--- config.mk ---
export PLATFORM = sky130hd
export DESIGN_NAME = stopwatch_ctrl_flat
export DESIGN_NICKNAME = d
export VERILOG_FILES = /design/src/rtl/stopwatch_if.sv /design/src/rtl/stopwatch_ctrl.sv /design/src/flat_wrapper.sv
export SDC_FILE = /design/constraint.sdc
export NUM_CORES = 1
export LEC_CHECK = 0
export ABC_CLOCK_PERIOD_IN_PS = 2700
export CAP_MARGIN = 20
export CORE_MARGIN = 3
export CORE_UTILIZATION = 40
export DETAILED_ROUTE_END_ITERATION = 8
export PLACE_DENSITY = 0.76
export SLEW_MARGIN = 25
export SYNTH_ARGS = -nofsm -noshare
export SYNTH_HDL_FRONTEND = slang
export SYNTH_SLANG_ARGS = --single-unit
--- constraint.sdc ---
create_clock -name clk -period 2.7 [get_ports clk]
set_clock_uncertainty 0.15 [all_clocks]
set_input_delay 0.54 -clock clk [delete_from_list [all_inputs] [get_ports clk]]
set_output_delay 0.54 -clock clk [all_outputs]
set_load 0.01 [all_outputs]
--- src/rtl/stopwatch_if.sv ---
// stopwatch_if: button, live-count and display/control signals between a stopwatch controller and its surroundings
interface stopwatch_if;
  logic btn_start_stop;
  logic btn_lap_clear;
  logic [9:0] mili_segundos;
  logic [9:0] segundos;
  logic cnt_enable;
  logic cnt_rst_n;
  logic [9:0] disp_ms;
  logic [9:0] disp_s;
  logic [1:0] state;
  logic running;
  modport master (
    output btn_start_stop, btn_lap_clear, mili_segundos, segundos,
    input cnt_enable, cnt_rst_n, disp_ms, disp_s, state, running
  );
  modport slave (
    input btn_start_stop, btn_lap_clear, mili_segundos, segundos,
    output cnt_enable, cnt_rst_n, disp_ms, disp_s, state, running
  );
endinterface

--- src/rtl/stopwatch_ctrl.sv ---
// stopwatch_ctrl: start/stop/lap/clear FSM with ms prescaler and display latch; LAP freeze enabled by STOPWATCH_LAP_EN
module stopwatch_ctrl #(
  parameter int TICKS_PER_MS = 50000
) (
  input logic clk,
  input logic rst,
  stopwatch_if.slave sw
);
  typedef enum logic [1:0] {IDLE = 2'd0, RUN = 2'd1, PAUSE = 2'd2, LAP = 2'd3} state_t;
  localparam logic [19:0] LAST = 20'(TICKS_PER_MS - 1);
  state_t st, nxt;
  logic [2:0] ss_sync, lc_sync;
  logic [19:0] pre_cnt;
  logic rst_n_q;
  logic [9:0] ms_q, s_q;
  logic ss_press, lc_press, active, tick, freeze;
  // bits [1:0] synchronize, bit [2] is the previous synchronized level for edge detection
  assign ss_press = ss_sync[1] & ~ss_sync[2];
  assign lc_press = lc_sync[1] & ~lc_sync[2];
  always_comb begin
    nxt = st;
    case (st)
      IDLE: nxt = ss_press ? RUN : IDLE;
`ifdef STOPWATCH_LAP_EN
      RUN: nxt = ss_press ? PAUSE : lc_press ? LAP : RUN;
      LAP: nxt = ss_press ? PAUSE : lc_press ? RUN : LAP;
`else
      RUN: nxt = ss_press ? PAUSE : RUN;
`endif
      PAUSE: nxt = ss_press ? RUN : lc_press ? IDLE : PAUSE;
      default: nxt = IDLE;
    endcase
  end
  // counting only while staying in RUN/LAP keeps the leaving cycle tick-free and preserves the partial ms
  assign active = (st == RUN || st == LAP) && (nxt == RUN || nxt == LAP);
  assign tick = active && pre_cnt == LAST && !rst;
`ifdef STOPWATCH_LAP_EN
  assign freeze = st == LAP && nxt == LAP;
`else
  assign freeze = 1'b0;
`endif
  always_ff @(posedge clk) begin
    if (rst) begin
      ss_sync <= '1;
      lc_sync <= '1;
      st <= IDLE;
      pre_cnt <= '0;
      rst_n_q <= 1'b0;
      ms_q <= '0;
      s_q <= '0;
    end else begin
      ss_sync <= {ss_sync[1:0], sw.btn_start_stop};
      lc_sync <= {lc_sync[1:0], sw.btn_lap_clear};
      st <= nxt;
      pre_cnt <= (nxt == IDLE) ? '0 : !active ? pre_cnt : tick ? '0 : pre_cnt + 20'd1;
      rst_n_q <= !(st == PAUSE && nxt == IDLE);
      ms_q <= freeze ? ms_q : sw.mili_segundos;
      s_q <= freeze ? s_q : sw.segundos;
    end
  end
  assign sw.cnt_enable = tick;
  assign sw.cnt_rst_n = rst_n_q;
  assign sw.disp_ms = ms_q;
  assign sw.disp_s = s_q;
  assign sw.state = st;
  assign sw.running = st == RUN || st == LAP;
endmodule

--- src/flat_wrapper.sv ---
// flat-port wrapper written by rule: the top's interface ports become plain ports
module stopwatch_ctrl_flat 
#(
  parameter int TICKS_PER_MS = 50000
)
  (clk, rst, sw_btn_start_stop, sw_btn_lap_clear, sw_mili_segundos, sw_segundos, sw_cnt_enable, sw_cnt_rst_n, sw_disp_ms, sw_disp_s, sw_state, sw_running);
  stopwatch_if sw_i ();
  input logic clk;
  input logic rst;
  input wire logic [$bits(sw_i.btn_start_stop)-1:0] sw_btn_start_stop;
  input wire logic [$bits(sw_i.btn_lap_clear)-1:0] sw_btn_lap_clear;
  input wire logic [$bits(sw_i.mili_segundos)-1:0] sw_mili_segundos;
  input wire logic [$bits(sw_i.segundos)-1:0] sw_segundos;
  output wire logic [$bits(sw_i.cnt_enable)-1:0] sw_cnt_enable;
  output wire logic [$bits(sw_i.cnt_rst_n)-1:0] sw_cnt_rst_n;
  output wire logic [$bits(sw_i.disp_ms)-1:0] sw_disp_ms;
  output wire logic [$bits(sw_i.disp_s)-1:0] sw_disp_s;
  output wire logic [$bits(sw_i.state)-1:0] sw_state;
  output wire logic [$bits(sw_i.running)-1:0] sw_running;
  assign sw_i.btn_start_stop = sw_btn_start_stop;
  assign sw_i.btn_lap_clear = sw_btn_lap_clear;
  assign sw_i.mili_segundos = sw_mili_segundos;
  assign sw_i.segundos = sw_segundos;
  assign sw_cnt_enable = sw_i.cnt_enable;
  assign sw_cnt_rst_n = sw_i.cnt_rst_n;
  assign sw_disp_ms = sw_i.disp_ms;
  assign sw_disp_s = sw_i.disp_s;
  assign sw_state = sw_i.state;
  assign sw_running = sw_i.running;
  stopwatch_ctrl #(.TICKS_PER_MS(TICKS_PER_MS)) u_core (.clk(clk), .rst(rst), .sw(sw_i));
endmodule
==> impl_metrics.py <==
metrics = {
    "run_status": {
        "status": "finished, final reports clean",
    },
    "synthesis": {
        "synth_top_family_by_area": "simple AND/OR/NAND/NOR gates",
        "ys.flop_type": "dfxtp_1",
        "synth-simple-area-share": 0.310,
        "synth.cell_area_sq_um": 1810,
        "synth_cells": 180,
        "postSynthRegisterBits": 49,
        "yosys.area.top_type": "dfxtp_1",
        "post_synth_adder_cell_area": 0.00692,
        "synth_compound_area_frac": 0.0215,
        "synth.mux.area_fraction": 0,
        "synthDominantCellAreaShare": 0.543,
        "sequential_share_of_the_synthesized_area": 0.543,
        "yosysWarnings": 0,
        "mappedNetlistNets": 205,
        "synth_area_leaders": "dfxtp_1 54%, xor2_1 7.8%, nor2b_1 7.3%",
        "postSynthAreaPerCell_sq_um": 10.0,
        "synth_edf_count": 0,
        "post_synth_xor_area_fraction": 0.0872,
        "synthArstFlopShare": 0,
        "synth.distinct_cells": 33,
    },
    "timing": {
        "final-max-slew-violation-count": 0,
        "finalCritPeriodShare": 0.966,
        "achievable-frequency_ghz": 0.383,
        "fin_crit_ps": 2610,
        "finalSetupViolCount": 0,
        "worst_slew_pin_slew_ps": 426,
        "timing.max_slew.rel_slack": 0.713,
        "rsz0062_at_grt": "false",
        "timing.final.hold_violations": 0,
    },
    "detailed_routing": {
        "drt_first_pass_iters": 4,
        "num_vias": 1401,
        "drt_first_iter_violations": 55,
        "wl_per_cell_um": 12.3,
        "drt.antenna.violating_nets": 0,
        "drc_errors": 0,
        "postRouteWirelength_mm": 3.67,
        "via_cell_ratio": 4.70,
    },
    "min_path": {
        "hold_path_class": "reg2reg",
    },
    "place": {
        "io_buffers": 48,
        "dpl_wire_length_mm": 2.68,
        "routabilityCongestion": 0.768,
    },
    "grt": {
        "grt_max_degree": 32,
        "number_of_antenna_violations_at_the_first_check_in_global_routing": 0,
        "first_global_vias": 1381,
        "grt.total_usage": 0.150,
        "grt-ovfl-total": 0,
        "first_pass_grt_wire_length_mm": 6.17,
    },
    "clock_tree": {
        "clk_pin_slew_worst_paths_ps": 90,
        "cts_buffers": 5,
        "tritoncts": "done",
        "cts_hold_repair.buffers": 0,
        "cts_htree_levels": 2,
        "ctsRootBufferMaster": "clkbuf_8",
        "cts.sinks": 49,
        "clock_insertion_delay_worst_skew_ps": 300,
        "max-clock-path-buffers": 2,
    },
    "floorplanning": {
        "die_extent_in_y_um": 73.2,
        "placementRows": 23,
        "die_width_um": 73.2,
        "effective_utilization_at_floorplan": 0.433,
        "top_level_ports": 49,
        "design.die.area_sq_um": 5360,
        "fp.coreArea_sq_um": 4170,
    },
    "worst_setup_path": {
        "cell_by_cell_listing_of_the_critical_path": "ha_4, nand3_1, or3_4, or4_4, inv_2, buf_6",
        "cp_num_buf_inv": 2,
        "cpPeakStageDelay_ps": 530,
        "worst_path_max_delay_cell": "or4_4",
        "setup.reg_to_reg.worst_slack_ps": 560,
        "worstSetupPathType": "reg2out",
        "worstPathRequired_ps": 2010,
        "cp_top_family": "simple AND/OR/NAND/NOR gates",
        "cp_max_fo": 3,
        "critical_path.endpoint_type": "output pin",
        "cp.arrival_ps": 1920,
        "startpoint_type": "flop",
    },
    "power": {
        "power-per-cell-area_nw_per_um2": 507,
        "vdd_drop_max_v": 0.000375,
        "total_power_mw": 1.30,
        "leakage_power_nw": 0.981,
    },
    "final_layout": {
        "num_antenna_cells": 0,
        "drive_gt1_frac": 0.190,
        "finish.utilization": 0.615,
        "layout-area-overhead-vs-synth_pct": 41.9,
        "final_nets": 272,
    },
    "run": {
        "max-cap-violations": 0,
    },
}
[layout make-up]
class                   instances  area, sq um
clock buffers                   5         68.8
well taps                      50         62.6
fillers                       344         1610
multi-input cells             122          793
inverters                       2         7.51
repair buffers                 67          623
clock inverters                 3         26.3
flip-flops and latches         49          983
[where the power goes]
part / internal (mW) / switching (mW)
registers: 0.743 / 0.00593
clock network: 0.189 / 0.251
logic: 0.0735 / 0.0386
total: 1.01 / 0.296
[path summary, 6_finish.rpt]
kind	startpoint	end	depth (start not counted)
setup / recovery	u_core.pre_cnt[0]$_SDFFE_PP0P_	sw_cnt_enable	6
hold / removal	u_core.lc_sync[0]$_SDFF_PP1_	u_core.lc_sync[1]$_SDFF_PP1_	1
setup reg to reg	u_core.pre_cnt[0]$_SDFFE_PP0P_	u_core.pre_cnt[14]$_SDFFE_PP0P_	7
hold reg to reg	u_core.lc_sync[0]$_SDFF_PP1_	u_core.lc_sync[1]$_SDFF_PP1_	1
[kinds of logic after synthesis]
kind of cell,Yosys count
fa+ha+maj,1
simple gates,96
flops,49
xor+xnor,18
compound gates,7
buf+inv,9
[flip-flops by register name, summed over array words and instances, names as in the netlist]
register / flops
u_core.lc_sync: 3
u_core.pre_cnt: 20
u_core.ss_sync: 3
u_core.sw.cnt_rst_n: 1
u_core.sw.disp_ms: 10
u_core.sw.disp_s: 10
u_core.sw.state: 2
[per-stage QoR]
step                      setup TNS (ps)  worst slack, ps  hold WS [ps]  cells  instance area, sq um
after global routing                   0             4.85           304    298                  2560
after detailed placement            -377             -377           261    287                  2420
after CTS                              0             4.98           284    297                  2550
after global placement              -348             -348           241    287                  2420
after floorplan                        0              396           239    180                  1810
final                                  0             90.9           278    298                  2560
[per-layer routing]
layer,up-vias,global-route usage,share of wire
met1,643,0.184,0.43
met5,-,0,0
met2,34,0.239,0.49
li1,722,-,-
met4,0,0.0369,0.0049
met3,2,0.0675,0.073
[cell usage after synthesis, types with 2 or more instances]
cell	count
nor2_1	21
nand2_1	8
nand3_1	12
dfxtp_1	49
and4_1	2
nor4_1	2
nor2b_1	21
or2_2	7
a21oi_1	4
clkbuf_1	5
inv_1	2
nand2b_1	4
xor2_1	16
and3_1	4
xnor2_1	2
nand4_1	4
[repair_timing]
item | in CTS | in global routing
gates resized for setup | 10 | 3
buffers inserted | 2 | 1
endpoints found under the setup margin | 1 | 1
pin swaps | 1 | 1
[layout by cell type, fill, tap and decap left out, types with 2 or more instances in the layout]
cell type / instances
dfxtp_1: 47
nor2b_1: 21
clkbuf_8: 5
nand2b_1: 4
buf_4: 19
and3_1: 4
xor2_1: 16
xnor2_1: 2
nand2_1: 8
a21oi_1: 4
clkdlybuf4s50_1: 46
dfxtp_2: 2
and4_1: 2
nor4_1: 2
or2_2: 7
nand3_1: 12
nor2_1: 21
nand4_1: 4
clkinv_4: 2
Note: power is estimated with default switching activity, not from simulation.
